[src/rtl/pio_mbx_pkg.sv]
// Shared types and field positions for the HPS<->fabric PIO mailbox responder.
package pio_mbx_pkg;

  localparam int REG_W = 16;

  typedef enum logic [2:0] {
    OP_NOP   = 3'd0,
    OP_WRITE = 3'd1,
    OP_READ  = 3'd2,
    OP_SET   = 3'd3,
    OP_CLR   = 3'd4,
    OP_USER  = 3'd5,
    OP_ILL6  = 3'd6,
    OP_ILL7  = 3'd7
  } opcode_e;

  typedef enum logic [2:0] {
    S_IDLE     = 3'd0,
    S_EXEC     = 3'd1,
    S_WAIT_RDY = 3'd2,
    S_WAIT_RSP = 3'd3,
    S_RESP     = 3'd4
  } state_e;

  // pio_cmd_i fields
  localparam int CMD_REQ_BIT  = 31;
  localparam int CMD_OP_HI    = 30;
  localparam int CMD_OP_LO    = 28;
  localparam int CMD_ADDR_HI  = 27;
  localparam int CMD_ADDR_LO  = 24;
  localparam int CMD_WDATA_HI = 15;
  localparam int CMD_WDATA_LO = 0;

  // pio_rsp_o fields
  localparam int RSP_ACK_BIT  = 31;
  localparam int RSP_BUSY_BIT = 30;
  localparam int RSP_ERR_BIT  = 29;
  localparam int RSP_TMO_BIT  = 28;
  localparam int RSP_ADDR_HI  = 27;
  localparam int RSP_ADDR_LO  = 24;
  localparam int RSP_OP_HI    = 23;
  localparam int RSP_OP_LO    = 21;
  localparam int RSP_RDATA_HI = 15;
  localparam int RSP_RDATA_LO = 0;

  function automatic logic is_reg_op(input opcode_e op);
    return (op == OP_WRITE) || (op == OP_READ) || (op == OP_SET) || (op == OP_CLR);
  endfunction

endpackage

[src/rtl/pio_mbx_regfile.sv]
// NREGS x 16-bit register file: combinational read of the addressed register,
// single write port applying WRITE/SET/CLR; o_rd_data is the post-op value.
module pio_mbx_regfile
  import pio_mbx_pkg::*;
#(
  parameter int NREGS = 16
) (
  input  logic                   i_clk,
  input  logic                   i_rst_n,
  input  logic                   i_we,
  input  opcode_e                i_op,
  input  logic [3:0]             i_addr,
  input  logic [REG_W-1:0]       i_data,
  output logic [REG_W-1:0]       o_rd_data,
  output logic [NREGS*REG_W-1:0] o_regs
);

  logic [REG_W-1:0] r_mem [NREGS];
  logic [REG_W-1:0] w_cur;

  function automatic logic [REG_W-1:0] apply_op(input opcode_e op,
                                                input logic [REG_W-1:0] cur,
                                                input logic [REG_W-1:0] din);
    case (op)
      OP_WRITE: return din;
      OP_SET:   return cur | din;
      OP_CLR:   return cur & ~din;
      default:  return cur;
    endcase
  endfunction

  // Out-of-range addresses read as zero; the caller never writes them.
  always_comb begin
    w_cur = '0;
    for (int k = 0; k < NREGS; k++) begin
      if (i_addr == 4'(k)) w_cur = r_mem[k];
    end
  end

  assign o_rd_data = apply_op(i_op, w_cur, i_data);

  always_ff @(posedge i_clk or negedge i_rst_n) begin
    if (!i_rst_n) begin
      for (int k = 0; k < NREGS; k++) r_mem[k] <= '0;
    end else if (i_we) begin
      for (int k = 0; k < NREGS; k++) begin
        if (i_addr == 4'(k)) r_mem[k] <= o_rd_data;
      end
    end
  end

  for (genvar g = 0; g < NREGS; g++) begin : g_flat
    assign o_regs[g*REG_W +: REG_W] = r_mem[g];
  end

endmodule

[src/rtl/pio_mailbox_responder.sv]
// FPGA-side responder for the HPS<->fabric 32-bit PIO mailbox (toggle req/ack).
// Optional USER-op timeout enabled by defining PIO_MBX_TIMEOUT_EN.
module pio_mailbox_responder
  import pio_mbx_pkg::*;
#(
  parameter int NREGS          = 16,
  parameter int TIMEOUT_CYCLES = 1024
) (
  input  logic                   clk_clk,
  input  logic                   reset_reset_n,
  input  logic [31:0]            pio_cmd_i,
  output logic [31:0]            pio_rsp_o,
  output logic                   usr_cmd_valid_o,
  input  logic                   usr_cmd_ready_i,
  output logic [3:0]             usr_cmd_addr_o,
  output logic [REG_W-1:0]       usr_cmd_data_o,
  input  logic                   usr_rsp_valid_i,
  input  logic [REG_W-1:0]       usr_rsp_data_i,
  input  logic                   usr_rsp_err_i,
  output logic [NREGS*REG_W-1:0] regs_o
);

  state_e           r_state;
  state_e           w_state_nxt;
  logic             r_last_req;
  logic [31:0]      r_rsp;
  logic             r_usr_valid;

  opcode_e          r_op;
  logic [3:0]       r_addr;
  logic [REG_W-1:0] r_wdata;
  logic [REG_W-1:0] r_rdata;
  logic             r_err;

  logic             w_req_new;
  logic             w_in_range;
  logic             w_reg_we;
  logic [REG_W-1:0] w_reg_result;
  logic             w_tmo_hit;
  logic             w_tmo_bit;
  logic             w_res_load;
  logic [REG_W-1:0] w_res_rdata;
  logic             w_res_err;
  logic             w_res_tmo;
  logic             w_unused;

  assign w_req_new  = (r_state == S_IDLE) && (pio_cmd_i[CMD_REQ_BIT] != r_last_req);
  assign w_in_range = {1'b0, r_addr} < 5'(NREGS);

  pio_mbx_regfile #(
    .NREGS(NREGS)
  ) u_regfile (
    .i_clk     (clk_clk),
    .i_rst_n   (reset_reset_n),
    .i_we      (w_reg_we),
    .i_op      (r_op),
    .i_addr    (r_addr),
    .i_data    (r_wdata),
    .o_rd_data (w_reg_result),
    .o_regs    (regs_o)
  );

`ifdef PIO_MBX_TIMEOUT_EN
  localparam int CNT_W = $clog2(TIMEOUT_CYCLES + 1);

  logic [CNT_W-1:0] r_tmo_cnt;
  logic             r_tmo;
  logic             w_waiting;

  assign w_waiting = (r_state == S_WAIT_RDY) || (r_state == S_WAIT_RSP);
  assign w_tmo_hit = w_waiting && (r_tmo_cnt == CNT_W'(TIMEOUT_CYCLES - 1));
  assign w_tmo_bit = r_tmo;
  assign w_unused  = ^pio_cmd_i[23:16];

  // Counts the cycles spent waiting on the fabric for the current USER op.
  always_ff @(posedge clk_clk or negedge reset_reset_n) begin
    if (!reset_reset_n) begin
      r_tmo_cnt <= '0;
    end else if (r_state == S_EXEC) begin
      r_tmo_cnt <= '0;
    end else if (w_waiting) begin
      r_tmo_cnt <= r_tmo_cnt + 1'b1;
    end
  end

  always_ff @(posedge clk_clk) begin
    if (w_res_load) r_tmo <= w_res_tmo;
  end
`else
  assign w_tmo_hit = 1'b0;
  assign w_tmo_bit = 1'b0;
  assign w_unused  = ^{pio_cmd_i[23:16], w_res_tmo, 32'(TIMEOUT_CYCLES)};
`endif

  // Next state plus the result captured for the response word.
  always_comb begin
    w_state_nxt = r_state;
    w_res_load  = 1'b0;
    w_res_rdata = '0;
    w_res_err   = 1'b0;
    w_res_tmo   = 1'b0;
    w_reg_we    = 1'b0;
    case (r_state)
      S_IDLE: begin
        if (w_req_new) w_state_nxt = S_EXEC;
      end
      S_EXEC: begin
        w_res_load  = 1'b1;
        w_state_nxt = S_RESP;
        if (is_reg_op(r_op)) begin
          if (w_in_range) begin
            w_res_rdata = w_reg_result;
            w_reg_we    = (r_op != OP_READ);
          end else begin
            w_res_err = 1'b1;
          end
        end else if (r_op == OP_USER) begin
          w_res_load  = 1'b0;
          w_state_nxt = S_WAIT_RDY;
        end else if (r_op != OP_NOP) begin
          w_res_err = 1'b1;
        end
      end
      S_WAIT_RDY: begin
        if (usr_cmd_ready_i) begin
          if (usr_rsp_valid_i) begin
            w_res_load  = 1'b1;
            w_res_rdata = usr_rsp_data_i;
            w_res_err   = usr_rsp_err_i;
            w_state_nxt = S_RESP;
          end else begin
            w_state_nxt = S_WAIT_RSP;
          end
        end else if (w_tmo_hit) begin
          w_res_load  = 1'b1;
          w_res_err   = 1'b1;
          w_res_tmo   = 1'b1;
          w_state_nxt = S_RESP;
        end
      end
      S_WAIT_RSP: begin
        if (usr_rsp_valid_i) begin
          w_res_load  = 1'b1;
          w_res_rdata = usr_rsp_data_i;
          w_res_err   = usr_rsp_err_i;
          w_state_nxt = S_RESP;
        end else if (w_tmo_hit) begin
          w_res_load  = 1'b1;
          w_res_err   = 1'b1;
          w_res_tmo   = 1'b1;
          w_state_nxt = S_RESP;
        end
      end
      S_RESP: begin
        w_state_nxt = S_IDLE;
      end
      default: begin
        w_state_nxt = S_IDLE;
      end
    endcase
  end

  always_ff @(posedge clk_clk or negedge reset_reset_n) begin
    if (!reset_reset_n) begin
      r_state     <= S_IDLE;
      r_last_req  <= 1'b0;
      r_usr_valid <= 1'b0;
      r_rsp       <= '0;
    end else begin
      r_state <= w_state_nxt;
      if (w_req_new) begin
        r_last_req          <= pio_cmd_i[CMD_REQ_BIT];
        r_rsp[RSP_BUSY_BIT] <= 1'b1;
      end
      if ((r_state == S_EXEC) && (r_op == OP_USER)) begin
        r_usr_valid <= 1'b1;
      end else if ((r_state == S_WAIT_RDY) && (w_state_nxt != S_WAIT_RDY)) begin
        r_usr_valid <= 1'b0;
      end
      // The ack echoes last_req, which cannot move until we are back in IDLE.
      if (r_state == S_RESP) begin
        r_rsp <= {r_last_req, 1'b0, r_err, w_tmo_bit, r_addr, r_op, 5'b0, r_rdata};
      end
    end
  end

  always_ff @(posedge clk_clk) begin
    if (w_req_new) begin
      r_op    <= opcode_e'(pio_cmd_i[CMD_OP_HI:CMD_OP_LO]);
      r_addr  <= pio_cmd_i[CMD_ADDR_HI:CMD_ADDR_LO];
      r_wdata <= pio_cmd_i[CMD_WDATA_HI:CMD_WDATA_LO];
    end
    if (w_res_load) begin
      r_rdata <= w_res_rdata;
      r_err   <= w_res_err;
    end
  end

  assign pio_rsp_o       = r_rsp;
  assign usr_cmd_valid_o = r_usr_valid;
  assign usr_cmd_addr_o  = r_addr;
  assign usr_cmd_data_o  = r_wdata;

endmodule

[config.mk]
export PLATFORM = sky130hd
export DESIGN_NAME = pio_mailbox_responder
export DESIGN_NICKNAME = d
export VERILOG_FILES = /design/src/rtl/pio_mbx_pkg.sv /design/src/rtl/pio_mbx_regfile.sv /design/src/rtl/pio_mailbox_responder.sv
export SDC_FILE = /design/constraint.sdc
export NUM_CORES = 1
export LEC_CHECK = 0
export ABC_AREA = 0
export BUFFER_PORTS_ARGS = -buffer_cell sky130_fd_sc_hd__buf_2
export CAP_MARGIN = 20
export CORE_MARGIN = 8
export CORE_UTILIZATION = 54
export DETAILED_ROUTE_END_ITERATION = 8
export PLACE_DENSITY = 0.85
export SETUP_SLACK_MARGIN = 0.3
export SYNTH_ARGS = -nofsm -noshare
export SYNTH_HDL_FRONTEND = slang
export SYNTH_SLANG_ARGS = --single-unit
[constraint.sdc]
create_clock -name clk_clk -period 2.6 [get_ports clk_clk]
set_input_delay 0.26 -clock clk_clk [delete_from_list [all_inputs] [get_ports clk_clk]]
set_output_delay 0.26 -clock clk_clk [all_outputs]
set_load 0.05 [all_outputs]
# Word-level counts from Yosys, hierarchy flattened
# Cells that the tools add are included.
[word_totals]
register_bits = 327
inputBits = 53
output_inout_bits = 309
word_cells = 128
[classes]
eq_ne = 27
muxes = 45
n_bitwise = 3
reduce_logical = 27
[op_table]
columns = ["op", "count"]
rows = [
  ["$mux 16", 19],
  ["$pmux 16 s3", 2],
  ["$eq 4x4->1 const B", 8],
  ["$reduce_and 2->1", 16],
  ["$mux 31", 1],
  ["$mux 3", 6],
  ["$and 16x16->16", 1],
  ["$eq 4x3->1 const B", 4],
  ["$not 16->16", 1],
  ["$or 16x16->16", 1],
  ["$mux 1", 14],
  ["$eq 3x2->1 const B", 4],
  ["$pmux 3 s4", 1],
  ["$eq 3x3->1 const B", 3],
  ["$eq 4x2->1 const B", 2],
  ["$eq 3x1->1 const B", 2],
  ["$ne 3x2->1 const B", 2],
  ["$pmux 1 s3", 2],
  ["$eq 4x1->1 const B", 1],
  ["$logic_not 4->1", 1],
  ["$reduce_bool 2->1", 2],
  ["$logic_and 1x1->1", 3],
  ["$logic_not 3->1", 1],
  ["$logic_or 1x1->1", 3],
  ["2 further kinds", 2],
]

# Longest topological paths before layout
[depth]
ltp_word = 21
depth_mapped = 11
depth_no_buf = 6

# By module
# A second synthesis with hierarchy kept.
[hier_totals]
hier_cells = 1428
area_unflattened_um2 = 15756.4
[modules_own_cells]
columns = ["module", "instances", "cells_each", "area_per_inst_um2", "seq_area_each_um2"]
rows = [
  ["pio_mbx_regfile", 1, 1271, 13040.0, 6406.1],
  ["pio_mailbox_responder", 1, 157, 2716.4, 1976.9],
]

# Worst setup path after synthesis
# Ideal clock, no wire load.
[synth_path]
path_kind = "register to register"
from = "register r_addr[0], in the netlist usr_cmd_addr_o[0]"
to = "register r_rdata[10], data pin"
setup_ps = 267
arrival_time_ps = 2379
required_time_ps = 2333
slack_ps = -46
path_stages_with_launch = 11
n_path_buf = 5
period_less_slack_ps = 2646
path_cell_list = "edfxtp_1 > buf_2 > buf_4 > buf_4 > buf_2 > o221ai_1 > a31oi_1 > o221ai_1 > a21oi_1 > clkbuf_2 > o21ai_0"
[synth_between]
elab_chain_len = 21
elab_cells_between_ends = 37
classes_between = "eq/ne (15); mux (19); bitwise (2); reduce/logical (1)"
[synth_rtl]
columns = ["item", "line", "text"]
rows = [
  ["start, declared", "pio_mailbox_responder.sv:30", "logic [3:0] r_addr;"],
  ["start signal, assigned", "pio_mailbox_responder.sv:190", "r_addr <= pio_cmd_i[CMD_ADDR_HI:CMD_ADDR_LO];"],
  ["$logic_not 4->1", "pio_mbx_regfile.sv:36", "if (i_addr == 4'(k)) w_cur = r_mem[k];"],
  ["$mux 16 (15 in series)", "pio_mbx_regfile.sv:36", ""],
  ["$mux 16 (*)", "pio_mbx_regfile.sv:36", ""],
  ["$and 16x16->16 / $or 16x16->16 (equally long branches)", "pio_mbx_regfile.sv:27, pio_mbx_regfile.sv:26", ""],
  ["$pmux 16 s3 (*)", "pio_mbx_regfile.sv:24", "case (op)"],
  ["$mux 16 (*)", "pio_mailbox_responder.sv:110", "if (is_reg_op(r_op)) begin"],
  ["$pmux 16 s3 (*)", "pio_mailbox_responder.sv:103", "case (r_state)"],
  ["named net w_res_rdata[10]", "pio_mailbox_responder.sv:42", "logic [REG_W-1:0] w_res_rdata;"],
  ["end signal, assigned", "pio_mailbox_responder.sv:194", "r_rdata <= w_res_rdata;"],
  ["end, declared", "pio_mailbox_responder.sv:32", "logic [REG_W-1:0] r_rdata;"],
]
# The timed path passes the listed nets; every way through them passes the cells marked *.
# A chain may end at the register's enable or synchronous reset.

# Worst setup path after layout
[layout_path]
from = "register r_addr[0], in the netlist usr_cmd_addr_o[0]"
to = "register r_rdata[13], data pin"
# The elaborated chain is that of the path after synthesis.

==> flow_metrics.py <==
metrics = {
    "final_layout": {
        "multiInputGateArea_mm2": 0.007425,
        "nets": 2126,
        "syn2layout_area_growth_pct": 47.63,
        "fillers": 1543,
        "regArea_mm2": 0.008383,
        "drive_gt1_share_pct": 46.76,
    },
    "floorplanning": {
        "initial_utilization_pct": 54.76,
        "die_h_um": 183.6,
        "die_w_um": 183.6,
        "placementRows": 61,
        "core-area_mm2": 0.02771,
        "io_pins": 362,
        "die_area_mm2": 0.03371,
    },
    "yosys": {
        "syn_avg_cell_area_um2": 9.851,
        "synth_area_mm2": 0.01517,
        "synth-seq-area-share_pct": 55.26,
        "synth-seq-cells": 327,
        "ys_warn_count": 0,
        "synth_top_flop_cell": "dfrtp_1",
        "yosysTopAreaCell": "dfrtp_1",
        "yosys.area.top_type_share_pct": 47.34,
        "synth_edf_count": 40,
        "syn_inst": 1540,
        "async_reset_ff_share_pct": 87.77,
        "yosysUniqueCellTypes": 73,
        "synth_area_leaders": "dfrtp_1, o21ai_0, edfxtp_1",
    },
    "global_routing": {
        "first_global_vias": 15330,
        "grt_max_degree": 99,
        "antenna_found_initial": 2,
        "grt_usage_pct": 37.97,
        "overflow": 0,
        "grt_pass1_wl_um": 96460,
    },
    "detailed_routing": {
        "dr.first_iter.drc_count": 2308,
        "first_pass_iters": 5,
        "num_vias": 16310,
        "wire_per_inst_um": 28.56,
        "drc": 0,
        "wl_um": 70700,
        "vias_per_cell": 6.589,
        "ant_nets": 0,
    },
    "setup_path": {
        "cp_slowest_cell": "edfxtp_1",
        "required_ns": 2.85,
        "start_kind": "flop",
        "critPathKind": "flop to flop",
        "cp_max_fo": 7,
        "cp_num_buf_inv": 8,
        "crit_chain": "buf_6 > buf_16 > buf_8 > clkinvlp_4 > buf_12 > buf_4 > a21oi_1 > o31a_1 > o22ai_1 > buf_4 > o21ai_4 > buf_12 > o21ai_2",
        "critPathMaxStageDelay_ns": 0.39,
        "endpoint_kind": "flop",
        "critPathTopFamily": "buffers and inverters",
        "worst_ep_arrival_time_ns": 3.16,
    },
    "status": {
        "status": "finished, violations left",
        "violations": "setup timing",
    },
    "hold_path": {
        "hp-class": "primary input to flop",
    },
    "timing": {
        "maxSlewViolCount": 0,
        "skew_ns": 0.01893,
        "fin_crit_sh_pct": 112.0,
        "layout_min_cycle_time_ns": 2.913,
        "setup-violations-final": 127,
        "fmaxAchievable_mhz": 343.3,
        "worst_slack_ns": -0.3128,
        "rsz0062_at_grt": "true",
        "slew-limit-headroom_pct": 39.73,
        "worst_pin_slew_ns": 0.9016,
        "hold_viol": 0,
    },
    "placement": {
        "numPortBuffers": 347,
        "pre_cts_slack_ns": -0.3259,
        "hpwl_um": 46090,
        "gp_congestion": 1.003,
    },
    "clock_network": {
        "root_buffer": "clkbuf_16",
        "cts.path.max_buffers": 3,
        "cts.sinks": 327,
        "cts_tree": "yes",
        "clkTransAtPathRegs_ns": 0.06,
        "h-tree-depth": 2,
        "cts_made_buffers": 36,
        "clk_latency_ns": 0.52,
    },
    "job": {
        "cap_viol_max_count": 0,
    },
}
[timing repair]
item,in CTS,in global routing
endpoints found under the hold margin,77,0
gates cloned,6,8
setup endpoints to repair,260,268
hold buffers,25,0
gates resized for setup,176,340
pin swaps,48,107
setup buffers,29,45
[kinds of logic after synthesis]
kind of cell | after synthesis | share of synthesized area [%]
AOI/OAI and AO/OA | 515 | 20.40
xor gates and xnor gates | 3 | 0.1732
other | 1 | 0.02472
muxes | 76 | 5.674
buffers and inverters | 153 | 4.825
DFF | 327 | 55.26
and+or+nand+nor | 465 | 13.64
[per-stage QoR]
| step | TNS, ns | hold slack, ns | utilization (%) | instance area, um^2 | cells |
|---|---|---|---|---|---|
| after floorplan | 0 | -0.03559 | - | 15490 | 1545 |
| after global placement | -4.426 | 0.2106 | 66.40 | 18400 | 2299 |
| after detailed placement | -5.066 | 0.2174 | 66.44 | 18410 | 2300 |
| after CTS | -0.2263 | 0.005017 | 75.11 | 20810 | 2421 |
| after global routing | -12.91 | 0.02404 | 80.84 | 22400 | 2475 |
| final | -7.821 | 0.01171 | 80.84 | 22400 | 2475 |
[cells in the mapped netlist (all sizes together), types with 3 or more instances]
cell,n
inv,12
a22o,10
a311oi,5
nor2b,17
or3b,6
nor2,58
nand3b,16
nand3,23
dfrtp,287
a31oi,17
edfxtp,40
a32o,8
clkbuf,73
a211o,5
nand2,293
o2bb2ai,6
a21oi,64
o21bai,4
a211oi,11
o221ai,9
o21ai,290
or2,4
buf,66
a22oi,13
and3b,4
nor4,5
a21o,14
o21a,4
nor3b,6
and2,4
and3,6
mux2,37
o32a,5
mux2i,35
nand4b,3
o31a,3
a221oi,3
mux4,4
nand2b,14
o32ai,6
o211ai,7
o31ai,5
o22ai,11
[path summary, 6_finish.rpt]
check / slack (ns) / start / endpoint / depth (start not counted)
min in group asynchronous: 0.26 / reset_reset_n / u_regfile.o_regs[33] / 2
hold reg to reg: 0.48 / r_rdata[8] / pio_rsp_o[8] / 1
hold / removal: 0.01 / pio_cmd_i[31] / r_last_req / 2
setup / recovery: -0.31 / usr_cmd_addr_o[0] / r_rdata[13] / 13
max in group asynchronous: 1.40 / reset_reset_n / pio_rsp_o[8] / 3
setup reg to reg: -0.31 / usr_cmd_addr_o[0] / r_rdata[13] / 13
[final cells by class]
cell class | count | share of cell area [%]
Sequential cell | 327 | 37.43
Multi-Input combinational cell | 1065 | 33.15
Timing Repair Buffer | 629 | 21.91
Clock buffer | 50 | 4.531
Tap cell | 378 | 2.112
Clock inverter | 11 | 0.5866
Inverter | 14 | 0.2737
Antenna cell | 1 | 0.01117
[sequential cells by signal (all words and copies together), names as in the netlist]
| signal | cells |
|---|---|
| r_state | 3 |
| r_err | 1 |
| u_regfile.o_regs | 256 |
| usr_cmd_addr_o | 4 |
| pio_rsp_o | 26 |
| r_op | 3 |
| usr_cmd_data_o | 16 |
| usr_cmd_valid_o | 1 |
| r_rdata | 16 |
| r_last_req | 1 |
[metal layers]
metal | track usage (%) | routed length [um]
met1 | 48.93 | 24070
met2 | 57.95 | 30590
met3 | 9.901 | 10410
met4 | 21.11 | 5623
met5 | 0 | 0
[layout by cell type, fill, tap and decap left out, types with 7 or more instances in the layout]
cell           Yosys  final
o21ai_2            0    148
a21oi_2            2     10
o211ai_1           7      7
nand3_1           23     22
nand2b_1          14     12
dfrtp_1          287    287
buf_2             47    347
nand3b_1          16     16
o21ai_0          276     77
a21o_1            14     13
inv_1             12     11
o21ai_1           14     63
dlygate4sd3_1      0     25
nor2b_1           17     13
clkbuf_16          0     43
nand2_1          293    288
a21oi_1           62     48
mux2_2            36     36
buf_8              0     11
edfxtp_1          40     40
a31oi_1           16     13
buf_6              6     47
mux2i_1           35     27
clkbuf_1          66      9
buf_12             0     42
a22o_1            10      8
nor2_1            57     54
buf_4             12    146
a211oi_2           0     11
a22oi_2            0     10
Power is left out: the tool's default activity adds up to more than one toggle a clock period on the data nets, which glitch-free logic cannot reach.
